===== src/rtl/scr_trigger_pulse_gen_pkg.sv =====
// Shared state encodings and 50MHz-derived default timing for the SCR trigger pulse generator.
// The detector side imports the same timing constants so its check windows line up with the pulses.
package scr_trigger_pulse_gen_pkg;

  typedef enum logic [2:0] {
    ST_IDLE    = 3'd0,
    ST_FWD_ON  = 3'd1,
    ST_FWD_OFF = 3'd2,
    ST_NEG_ON  = 3'd3,
    ST_NEG_OFF = 3'd4
  } state_e;

  localparam int unsigned CLK_HZ           = 50_000_000;
  localparam int unsigned DEF_PULSE_WIDTH  = 500;      // 10us
  localparam int unsigned DEF_HALF_PERIOD  = 500_000;  // 10ms
  localparam int unsigned DEF_CNT_W        = 20;
  localparam int unsigned PAIR_W           = 8;

  // A programmed pair count of zero means run until stopped.
  function automatic logic burst_complete(input logic [PAIR_W-1:0] pairs,
                                          input logic [PAIR_W-1:0] pairs_done);
    return (pairs != '0) && (pairs_done == pairs);
  endfunction

endpackage


===== src/rtl/scr_trigger_pulse_gen_sync_2ff.sv =====
// Two-flop synchronizer for asynchronous host control pins; resets to 0.
module sync_2ff (
  input  logic clk_i,
  input  logic rst_ni,
  input  logic d_i,
  output logic q_o
);

  logic meta_q;
  logic sync_q;

  always_ff @(posedge clk_i or negedge rst_ni) begin
    if (!rst_ni) begin
      meta_q <= 1'b0;
      sync_q <= 1'b0;
    end else begin
      meta_q <= d_i;
      sync_q <= meta_q;
    end
  end

  assign q_o = sync_q;

endmodule


===== src/rtl/scr_trigger_pulse_gen.sv =====
// Alternating forward/negative SCR trigger pulse generator with burst control and detector forbid.
// All outputs registered; start-pin edge to first forward pulse is four clock edges.
module scr_trigger_pulse_gen
  import scr_trigger_pulse_gen_pkg::*;
#(
  parameter int unsigned PULSE_WIDTH = DEF_PULSE_WIDTH,
  parameter int unsigned HALF_PERIOD = DEF_HALF_PERIOD,
  parameter int unsigned CNT_W       = DEF_CNT_W
) (
  input  logic              i_clk_50m,
  input  logic              i_rst_n,
  input  logic              i_start,
  input  logic              i_stop,
  input  logic [PAIR_W-1:0] i_pairs,
  output logic              o_pulse_forward,
  output logic              o_pulse_negative,
  output logic              o_signal_forbid,
  output logic              o_busy,
  output logic              o_done,
  output logic              o_abort
);

  localparam logic [CNT_W-1:0] PW_LAST  = CNT_W'(PULSE_WIDTH - 1);
  localparam logic [CNT_W-1:0] HP_LAST  = CNT_W'(HALF_PERIOD - 1);
  localparam logic [CNT_W-1:0] CNT_ONE  = CNT_W'(1);

  logic start_sync;
  logic stop_sync;

  sync_2ff u_sync_start (
    .clk_i  (i_clk_50m),
    .rst_ni (i_rst_n),
    .d_i    (i_start),
    .q_o    (start_sync)
  );

  sync_2ff u_sync_stop (
    .clk_i  (i_clk_50m),
    .rst_ni (i_rst_n),
    .d_i    (i_stop),
    .q_o    (stop_sync)
  );

  // Registered edge detect: this stage is what sets the four-edge start latency.
  logic start_prev_q;
  logic start_edge_q;

  always_ff @(posedge i_clk_50m or negedge i_rst_n) begin
    if (!i_rst_n) begin
      start_prev_q <= 1'b0;
      start_edge_q <= 1'b0;
    end else begin
      start_prev_q <= start_sync;
      start_edge_q <= start_sync & ~start_prev_q;
    end
  end

  state_e            state_q;
  logic [CNT_W-1:0]  cnt_q;
  logic [CNT_W-1:0]  cnt_d;
  logic [PAIR_W-1:0] pairs_q;
  logic [PAIR_W-1:0] pair_cnt_q;
  logic [PAIR_W-1:0] pair_cnt_d;
  logic              fwd_q;
  logic              neg_q;
  logic              forbid_q;
  logic              busy_q;
  logic              done_q;
  logic              abort_q;

  assign cnt_d      = cnt_q + CNT_ONE;
  assign pair_cnt_d = pair_cnt_q + PAIR_W'(1);

  always_ff @(posedge i_clk_50m or negedge i_rst_n) begin
    if (!i_rst_n) begin
      state_q    <= ST_IDLE;
      cnt_q      <= '0;
      pairs_q    <= '0;
      pair_cnt_q <= '0;
      fwd_q      <= 1'b0;
      neg_q      <= 1'b0;
      forbid_q   <= 1'b1;
      busy_q     <= 1'b0;
      done_q     <= 1'b0;
      abort_q    <= 1'b0;
    end else begin
      done_q  <= 1'b0;
      abort_q <= 1'b0;
      // Stop wins over everything, including a done on the same cycle.
      if ((state_q != ST_IDLE) && stop_sync) begin
        state_q  <= ST_IDLE;
        cnt_q    <= '0;
        fwd_q    <= 1'b0;
        neg_q    <= 1'b0;
        forbid_q <= 1'b1;
        busy_q   <= 1'b0;
        abort_q  <= 1'b1;
      end else begin
        unique case (state_q)
          ST_IDLE: begin
            if (start_edge_q && !stop_sync) begin
              state_q    <= ST_FWD_ON;
              pairs_q    <= i_pairs;
              pair_cnt_q <= '0;
              cnt_q      <= '0;
              fwd_q      <= 1'b1;
              forbid_q   <= 1'b0;
              busy_q     <= 1'b1;
            end
          end
          ST_FWD_ON: begin
            cnt_q <= cnt_d;
            if (cnt_q == PW_LAST) begin
              fwd_q   <= 1'b0;
              state_q <= ST_FWD_OFF;
            end
          end
          ST_FWD_OFF: begin
            if (cnt_q == HP_LAST) begin
              cnt_q   <= '0;
              neg_q   <= 1'b1;
              state_q <= ST_NEG_ON;
            end else begin
              cnt_q <= cnt_d;
            end
          end
          ST_NEG_ON: begin
            cnt_q <= cnt_d;
            if (cnt_q == PW_LAST) begin
              neg_q   <= 1'b0;
              state_q <= ST_NEG_OFF;
            end
          end
          ST_NEG_OFF: begin
            if (cnt_q == HP_LAST) begin
              cnt_q      <= '0;
              pair_cnt_q <= pair_cnt_d;
              if (burst_complete(pairs_q, pair_cnt_d)) begin
                state_q  <= ST_IDLE;
                done_q   <= 1'b1;
                forbid_q <= 1'b1;
                busy_q   <= 1'b0;
              end else begin
                state_q <= ST_FWD_ON;
                fwd_q   <= 1'b1;
              end
            end else begin
              cnt_q <= cnt_d;
            end
          end
          default: begin
            state_q  <= ST_IDLE;
            cnt_q    <= '0;
            fwd_q    <= 1'b0;
            neg_q    <= 1'b0;
            forbid_q <= 1'b1;
            busy_q   <= 1'b0;
          end
        endcase
      end
    end
  end

  assign o_pulse_forward  = fwd_q;
  assign o_pulse_negative = neg_q;
  assign o_signal_forbid  = forbid_q;
  assign o_busy           = busy_q;
  assign o_done           = done_q;
  assign o_abort          = abort_q;

endmodule


===== config.mk =====
export PLATFORM = sky130hd
export DESIGN_NAME = scr_trigger_pulse_gen
export DESIGN_NICKNAME = d
export VERILOG_FILES = /design/src/rtl/scr_trigger_pulse_gen_pkg.sv /design/src/rtl/scr_trigger_pulse_gen_sync_2ff.sv /design/src/rtl/scr_trigger_pulse_gen.sv
export SDC_FILE = /design/constraint.sdc
export NUM_CORES = 1
export LEC_CHECK = 0
export CORE_ASPECT_RATIO = 0.5
export CORE_MARGIN = 3
export CORE_UTILIZATION = 40
export CTS_BUF_LIST = sky130_fd_sc_hd__clkbuf_4 sky130_fd_sc_hd__clkbuf_8
export CTS_CLUSTER_SIZE = 16
export DETAILED_ROUTE_END_ITERATION = 10
export PLACE_DENSITY_LB_ADDON = 0.25
export SLEW_MARGIN = 20
export SYNTH_ARGS = -nofsm -noshare
export SYNTH_HDL_FRONTEND = slang
export SYNTH_SLANG_ARGS = --single-unit

===== constraint.sdc =====
create_clock -name i_clk_50m -period 4.6 [get_ports i_clk_50m]
set_input_delay 0.46 -clock i_clk_50m [delete_from_list [all_inputs] [get_ports i_clk_50m]]
set_output_delay 0.46 -clock i_clk_50m [all_outputs]
set_load 0.01 [all_outputs]

Word level (Yosys, flattened, before mapping)
Cells that the tools add are included.
Widths: inputs -> output; s select.
{"block": "classes", "bitwise": 3, "reduce_logical": 19, "n_addsub": 2, "n_eq_ne": 19, "muxes": 38}
{"op": "$mux 20", "count": 3}
{"op": "$pmux 20 s3", "count": 1}
{"op": "$ne 3x3->1 const B", "count": 7}
{"op": "$add 20x1->20 const B", "count": 1}
{"op": "$eq 20x19->1 const B", "count": 1}
{"op": "$eq 20x9->1 const B", "count": 1}
{"op": "$mux 1", "count": 20}
{"op": "$mux 3", "count": 6}
{"op": "$mux 8", "count": 2}
{"op": "$pmux 8 s2", "count": 1}
{"op": "$pmux 3 s5", "count": 1}
{"op": "$reduce_and 5->1", "count": 2}
{"op": "$pmux 1 s3", "count": 3}
{"op": "$add 8x1->8 const B", "count": 1}
{"op": "$eq 8x8->1", "count": 1}
{"op": "$reduce_and 4->1", "count": 2}
{"op": "$reduce_bool 8->1", "count": 1}
{"op": "$eq 3x2->1 const B", "count": 2}
{"op": "$ne 2x1->1 const B", "count": 3}
{"op": "$reduce_and 3->1", "count": 2}
{"op": "$reduce_or 2->1", "count": 3}
{"op": "$reduce_or 3->1", "count": 2}
{"op": "$ne 2x2->1 const B", "count": 2}
{"op": "$pmux 1 s4", "count": 1}
{"op": "other kinds (9)", "count": 12}
{"block": "totals", "output_inout_bits": 6, "regBits": 51, "inputBits": 12, "word_cells": 97}

Depth between registers and ports, before layout
Gate-level depths: netlist of run 1.
{"block": "depth", "ltp_word": 7, "mapped_depth": 9, "ltp_nobuf": 7}

Cells and area by module
From an unflattened synthesis of run 1, not the netlist that was laid out.
{"block": "unflattened", "hier_cells": 330, "area_unflattened_um2": 3111.7}
{"module": "scr_trigger_pulse_gen", "instances": 1, "seq_area_each_um2": 1177.4, "cells_each": 326, "area_per_inst_um2": 3011.6}
{"module": "sync_2ff", "instances": 2, "seq_area_each_um2": 50.0, "cells_each": 2, "area_per_inst_um2": 50.0}

Least setup slack after synthesis of run 1
OpenSTA, ideal clock, no wires.
{"block": "synth_timing", "path_type": "register -> register", "startpoint": "reg cnt_q[5]", "endpoint": "reg cnt_q[2]", "setup_ns": 0.121, "path_buffers": 2, "slack_ns": 2.414, "stages_incl_launch_ff": 9, "period_less_slack_ns": 2.186, "required_ns": 4.479, "arrival_ns": 2.065, "cell_sequence": "dfrtp_1 nand4b_1 or4_1 buf_6 o311ai_4 a21oi_2 buf_6 a21o_1 a22o_1"}
{"block": "synth_via", "elab_chain_len": 4}
{"element": "start, declared", "line_no": "scr_trigger_pulse_gen.sv:59", "rtl": "logic [CNT_W-1:0] cnt_q;"}
{"element": "start signal, assigned", "line_no": "scr_trigger_pulse_gen.sv:112", "rtl": "cnt_q <= cnt_d;"}
{"element": "start signal, assigned", "line_no": "scr_trigger_pulse_gen.sv:124", "rtl": "cnt_q <= cnt_d;"}
{"element": "start signal, assigned", "line_no": "scr_trigger_pulse_gen.sv:128", "rtl": "cnt_q <= cnt_d;"}
{"element": "$eq 20x19->1", "line_no": "scr_trigger_pulse_gen.sv:119, scr_trigger_pulse_gen.sv:135"}
{"element": "$mux 20", "line_no": "scr_trigger_pulse_gen.sv:119, scr_trigger_pulse_gen.sv:135"}
{"element": "$pmux 20 s3", "line_no": "scr_trigger_pulse_gen.sv:99", "rtl": "unique case (state_q)"}
{"element": "$mux 20", "line_no": "scr_trigger_pulse_gen.sv:90", "rtl": "if ((state_q != ST_IDLE) && stop_sync) begin"}
No other way between the ends.
A chain may end at the register's enable or synchronous reset.

Final worst setup path of run 1
Same ends and word-level chain as after synthesis.

==> results of run 1 <==
-- worst max-delay path, stage by stage (launching register included) --
cell,delay (ps)
dfrtp_1,470
nand4b_1,200
or4_1,690
o21bai_1,380
a21oi_4,260
a21o_1,250
a22o_1,170
-- metal layers --
layer  up-vias  part of all wire, %  global-route usage [%]
met5         -                    0                       0
met4         0                 0.88                   4.508
met3         5                  3.2                   3.247
met2        44                   46                   25.87
met1      1148                   50                   22.00
li1       1140                    -                       -
-- power groups by stage --
stage          Combinational, mW  Clock (mW)  Sequential [mW]
2_1_floorplan              0.288           0            0.583
3_3_place_gp               0.363           0            0.604
3_5_place_dp               0.369           0            0.607
4_1_cts                    0.372       0.333            0.599
5_1_grt                    0.416       0.356            0.611
6_report                   0.372       0.323            0.600
-- registers in the layout, indices dropped and copies added, names as in the netlist, 3 cells and up --
register / cells
cnt_q: 20
pair_cnt_q: 8
pairs_q: 8
state_q: 3
-- placed cells by master (no fill, tap or decap), types with 2 or more instances in the layout --
| cell type | Yosys | final |
|---|---|---|
| a211oi_1 | 2 | 2 |
| a21o_1 | 4 | 4 |
| a21oi_1 | 30 | 30 |
| a221o_1 | 2 | 2 |
| a22o_1 | 7 | 7 |
| a22oi_1 | 2 | 2 |
| a31oi_1 | 16 | 16 |
| and2_1 | 4 | 4 |
| and3_1 | 6 | 6 |
| and4_1 | 5 | 5 |
| clkbuf_8 | 0 | 6 |
| clkdlybuf4s50_1 | 0 | 16 |
| dfrtp_1 | 50 | 50 |
| ha_1 | 2 | 2 |
| inv_1 | 11 | 11 |
| mux2_2 | 9 | 9 |
| nand2_1 | 31 | 31 |
| nand2b_1 | 5 | 5 |
| nand3_1 | 16 | 16 |
| nand3b_1 | 2 | 2 |
| nand4_1 | 6 | 6 |
| nor2_1 | 27 | 27 |
| nor2b_1 | 3 | 3 |
| nor3_1 | 5 | 5 |
| nor4_1 | 6 | 6 |
| o21ai_0 | 9 | 9 |
| or4_1 | 2 | 2 |
| xnor2_1 | 7 | 7 |
| xor2_1 | 4 | 4 |
-- per-stage QoR --
| step | cell area, um^2 | std cells | hold WS [ps] |
|---|---|---|---|
| after detailed placement | 3020 | 398 | 336.5 |
| after floorplan | 2816 | 307 | 164.4 |
| after CTS | 3138 | 406 | 285.2 |
| after global routing | 3146 | 406 | 309.6 |
| final | 3146 | 406 | 257.6 |
| after global placement | 3020 | 398 | 334.0 |
-- layout make-up --
| cell class | instances | share of cell area [%] |
|---|---|---|
| clock inverters | 2 | 1.114 |
| flip-flops and latches | 51 | 40.61 |
| repair buffers | 18 | 5.489 |
| multi-input cells | 230 | 45.35 |
| well taps | 88 | 3.500 |
| clock buffers | 6 | 2.625 |
| inverters | 11 | 1.313 |
-- cell families (layout without fill, tap and decap cells) --
group / after synthesis / after routing / share of synthesized area (%)
AND/OR/NAND/NOR: 123 / 123 / 22.17
multiplexers: 10 / 10 / 3.954
flip-flops: 51 / 51 / 45.36
AO/OA/AOI/OAI: 83 / 83 / 19.59
adder cells (fa/ha/maj): 3 / 3 / 1.244
XOR/XNOR: 11 / 11 / 3.421
buffers and inverters: 26 / 37 / 4.265
-- how the worst max path moves through the flow --
stage,endpoint,slack [ps],from,depth (start not counted)
after CTS,cnt_q[8],1760,cnt_q[0],7
after global placement,cnt_q[8],1890,cnt_q[0],7
final,cnt_q[2],2060,cnt_q[5],6
after global routing,o_pulse_forward,1870,pair_cnt_q[0],7
after detailed placement,cnt_q[8],1790,cnt_q[0],7
after floorplan,cnt_q[2],2410,cnt_q[5],8
==> impl_metrics.json, run 1 <==
{
  "comb_power_share_pct": 28.7,
  "power_density_nw_per_um2": 411.7,
  "synth_cell_types": 48,
  "switchingPower_mw": 0.4212,
  "ys.flop_type": "dfrtp_1",
  "grt_max_degree": 52,
  "ant_nets": 0,
  "nets": 331,
  "totalWireLength_mm": 6.121,
  "synth-edff-count": 0,
  "drc": 0,
  "first_pass_iters": 4,
  "synthTopCellsByCount": "dfrtp_1, nand2_1, a21oi_1, nor2_1",
  "rr_endpoint": "cnt_q[2]",
  "cts_root_buffer": "clkbuf_8",
  "rows": 20,
  "ios": 18,
  "grt_overflow": 0,
  "routed_via_density": 5.756,
  "synth_top_cell_by_area": "dfrtp_1",
  "drive_gt1_share_pct": 7.862,
  "layout_setup_ws_ps": 2056,
  "avgSynthCellArea_um2": 9.174,
  "dpl.hpwl_mm": 4.215,
  "vias": 2337,
  "rsz0062_at_grt": "no",
  "synthArstFlopShare_pct": 100.0,
  "clk_pin_slew_worst_paths_ps": 90,
  "die_width_um": 124.7,
  "synth_area_leaders": "dfrtp_1, a21oi_1, nand2_1",
  "grt_pass1_wl_mm": 10.71,
  "post_cts_resized": 0,
  "hp-class": "primary input to asynchronous set/reset pin",
  "yosysMostFrequentCell": "dfrtp_1",
  "grt_usage_pct": 15.99,
  "register_area_um2": 1277,
  "synth_top_area_share_pct": 44.42,
  "arrival_ps": 2750,
  "insertedDiodeCount": 0,
  "cts_sinks": 51,
  "vdd_ir_drop_max_uv": 141.5,
  "tightest_slew_ps": 802.3,
  "min_period_ps": 2544,
  "grt_antenna_before_repair": 0,
  "hold_buffers": 0,
  "clk_path_buf_depth": 2,
  "gp_congestion": 0.8543,
  "r2r-start": "cnt_q[5]",
  "switching_share_pct": 32.52,
  "synth_seq_cells": 51,
  "final_util_pct": 48.91,
  "skew_ps": 6.899,
  "yosysWarnings": 0,
  "cp-end-kind": "flop",
  "synth.cell_area_um2": 2816,
  "max_slew_margin_pct": 46.02,
  "die_height_um": 65.34,
  "core_um2": 6431,
  "io_buffers": 17,
  "cts_tree": "built",
  "place_ws_ps": 1791,
  "tns_ps": 0,
  "reg2reg_depth": 6,
  "wl_per_cell_um": 15.08,
  "fin_crit_sh_pct": 55.29,
  "slew_violations": 0,
  "drt_iter0_drc": 235,
  "reg2reg_slack_ps": 2060,
  "cp.required_ps": 4800,
  "clock_latency_ps": 300,
  "grt_pass1_vias": 2241,
  "syn-num-nets": 321,
  "fmax_ghz": 0.3931,
  "start_util_pct": 43.79,
  "maxCapViolCount": 0,
  "sequentialPowerShare_pct": 46.3,
  "die_area_um2": 8145,
  "status": "finished, final reports clean",
  "cts-buffers-inserted": 5,
  "start_kind": "flop",
  "hold_viol_final": 0,
  "synthesis.instances": 307,
  "multiInputGateArea_um2": 1426,
  "synth_seq_area_share_pct": 45.36,
  "syn2layout_area_growth_pct": 11.68,
  "fillerInstances": 591,
  "worstPathMaxFanout": 31,
  "critPathKind": "flop to flop",
  "power.total_mw": 1.295,
  "post_cts_buffers": 0,
  "cts_max_level": 2,
  "leakage_nw": 1.290,
  "setup_violations": 0,
  "pwr-share-clk_pct": 24.9,
  "p_int_mw": 0.8737
}
(Power assumes the default switching activity.)
==> run 2: changes to the inputs <==
==> constraint.sdc (replaced) <==
create_clock -name i_clk_50m -period 2.2 [get_ports i_clk_50m]
set_input_delay 0.22 -clock i_clk_50m [delete_from_list [all_inputs] [get_ports i_clk_50m]]
set_output_delay 0.22 -clock i_clk_50m [all_outputs]
set_load 0.01 [all_outputs]
==> run 2 against run 1 <==
  * Clock power increased by 66%
  * Worst hold slack gained 91 ps
  * Sequential cell count unchanged
  * Largest power group unchanged
==> impl_metrics.json, run 2 (same netlist as run 1, synthesis figures left out) <==
{
  "status": "finished, final reports clean",
  "start_kind": "flop",
  "fmax_ghz": 0.4686,
  "drive_gt1_share_pct": 17.43,
  "drc": 0,
  "largest_reg_flops": 20,
  "leakage_nw": 1.448,
  "setup.worst_path.start": "cnt_q[15]",
  "die_area_um2": 8145,
  "cts_tree": "built",
  "reg_top3": "cnt_q x20, pair_cnt_q x8, pairs_q x8",
  "reg2reg_depth": 7,
  "maxCapViolCount": 0,
  "core_um2": 6431,
  "slew_violations": 0,
  "final_cell_mix": "dfrtp_1, nand2_1, a21oi_1, buf_4, nor2_1",
  "cp.required_ps": 2390,
  "ios": 18,
  "clk_path_buf_depth": 2,
  "grt_pass1_vias": 2304,
  "hp-class": "primary input to flop",
  "hold_viol_final": 0,
  "rows": 20,
  "routed_via_density": 5.642,
  "totalWireLength_mm": 6.583,
  "vdd_ir_drop_max_uv": 307.3,
  "power_density_nw_per_um2": 791.5,
  "layout_setup_ws_ps": 65.91,
  "cp-end-kind": "flop",
  "cts-buffers-inserted": 5,
  "start_util_pct": 43.79,
  "die_width_um": 124.7,
  "place_ws_ps": -7.472,
  "ant_nets": 0,
  "critPathCapture": "cnt_q[2]",
  "vias": 2471,
  "setup_violations": 0,
  "drt_iter0_drc": 241,
  "grt_usage_pct": 16.30,
  "grt_antenna_before_repair": 0,
  "syn2layout_area_growth_pct": 21.23,
  "final_util_pct": 53.09,
  "clock_latency_ps": 310,
  "grt_overflow": 0,
  "first_pass_iters": 4,
  "fin_crit_sh_pct": 97.00,
  "dpl.hpwl_mm": 4.737,
  "die_height_um": 65.34,
  "cts_root_buffer": "clkbuf_8",
  "wl_per_cell_um": 15.03,
  "cts_max_level": 2,
  "max_slew_margin_pct": 63.69,
  "grt_pass1_wl_mm": 10.79,
  "insertedDiodeCount": 0,
  "tightest_slew_ps": 544.7,
  "r2r-start": "cnt_q[15]",
  "gp_congestion": 0.8370,
  "io_buffers": 17,
  "min_period_ps": 2134,
  "critPathKind": "flop to flop",
  "worstPathMaxFanout": 15,
  "layout_commonest_cell": "dfrtp_1",
  "rr_endpoint": "cnt_q[2]",
  "grt_max_degree": 30,
  "clk_pin_slew_worst_paths_ps": 90,
  "cts_sinks": 51,
  "nets": 363,
  "skew_ps": 10.75,
  "regMostFlops": "cnt_q",
  "arrival_ps": 2330,
  "reg2reg_slack_ps": 70
}
[run 2: changes by cell type in the layout (fill, tap and decap cells not counted), sizes merged]
cell	before	now
buf	2	32
bufinv	1	0
clkinvlp	0	2
dlygate4sd3	0	1
[run 2: metal layers]
metal	vias to the layer above	share of wire [%]	track usage [%]
met2	44	45	27.15
met5	-	0	0
met3	10	3.4	3.734
met4	0	1.6	5.328
met1	1208	50	21.33
li1	1209	-	-
[run 2: critical path, cell delays in order, from the launching register on]
cell and delay [ps]:
dfrtp_1 420, nand2_1 100, or4_4 530, o311ai_4 310, a21oi_4 140, buf_12 180
a21o_1 170, a22o_1 170
[run 2: timing repair]
item / 4_1_cts / 5_1_grt
resized for setup: 2 / 4
cloned: 0 / 1
hold buffers: 1 / 0
pin swaps: 0 / 3
setup buffers: 0 / 0
endpoints found under the hold margin: 21 / 0
endpoints found under the setup margin: 3 / 8
[run 2: how the worst min path moves through the flow]
stage,slack (ps),endpoint,start,depth (start not counted)
CTS,330,u_sync_start.meta_q,i_start,1
detailed placement,220,u_sync_start.meta_q,i_rst_n,1
floorplan,-80,cnt_q[0],i_rst_n,0
global placement,220,u_sync_start.meta_q,i_rst_n,1
finish,350,u_sync_start.meta_q,i_start,1
global route,330,u_sync_start.meta_q,i_start,1
[run 2: power by group]
| group | switching [mW] | total (mW) | internal (mW) |
|---|---|---|---|
| clock network | 0.314 | 0.536 | 0.222 |
| registers | 0.156 | 1.24 | 1.08 |
| logic | 0.462 | 0.927 | 0.465 |
| total | 0.931 | 2.70 | 1.77 |
[run 2: final cells by class]
class / instances / area (um^2)
Sequential cell: 51 / 1277
Inverter: 11 / 41.29
Clock buffer: 5 / 68.82
Timing Repair Buffer: 50 / 445.4
Multi-Input combinational cell: 230 / 1451
Tap cell: 88 / 110.1
Fill cell: 556 / 3017
Clock inverter: 3 / 20.02
[run 2: metrics by stage]
| stage | TNS, ps | instances | cell area [um^2] | hold WS (ps) | power [mW] |
|---|---|---|---|---|---|
| final | 0 | 438 | 3415 | 348.8 | 2.703 |
| after global routing | -40.83 | 438 | 3415 | 326.0 | 2.873 |
| after global placement | 0 | 428 | 3258 | 216.4 | 2.104 |
| after detailed placement | -7.472 | 428 | 3258 | 217.9 | 2.129 |
| after floorplan | 0 | 307 | 2816 | -75.59 | 1.823 |
| after CTS | 0 | 437 | 3367 | 334.5 | 2.671 |
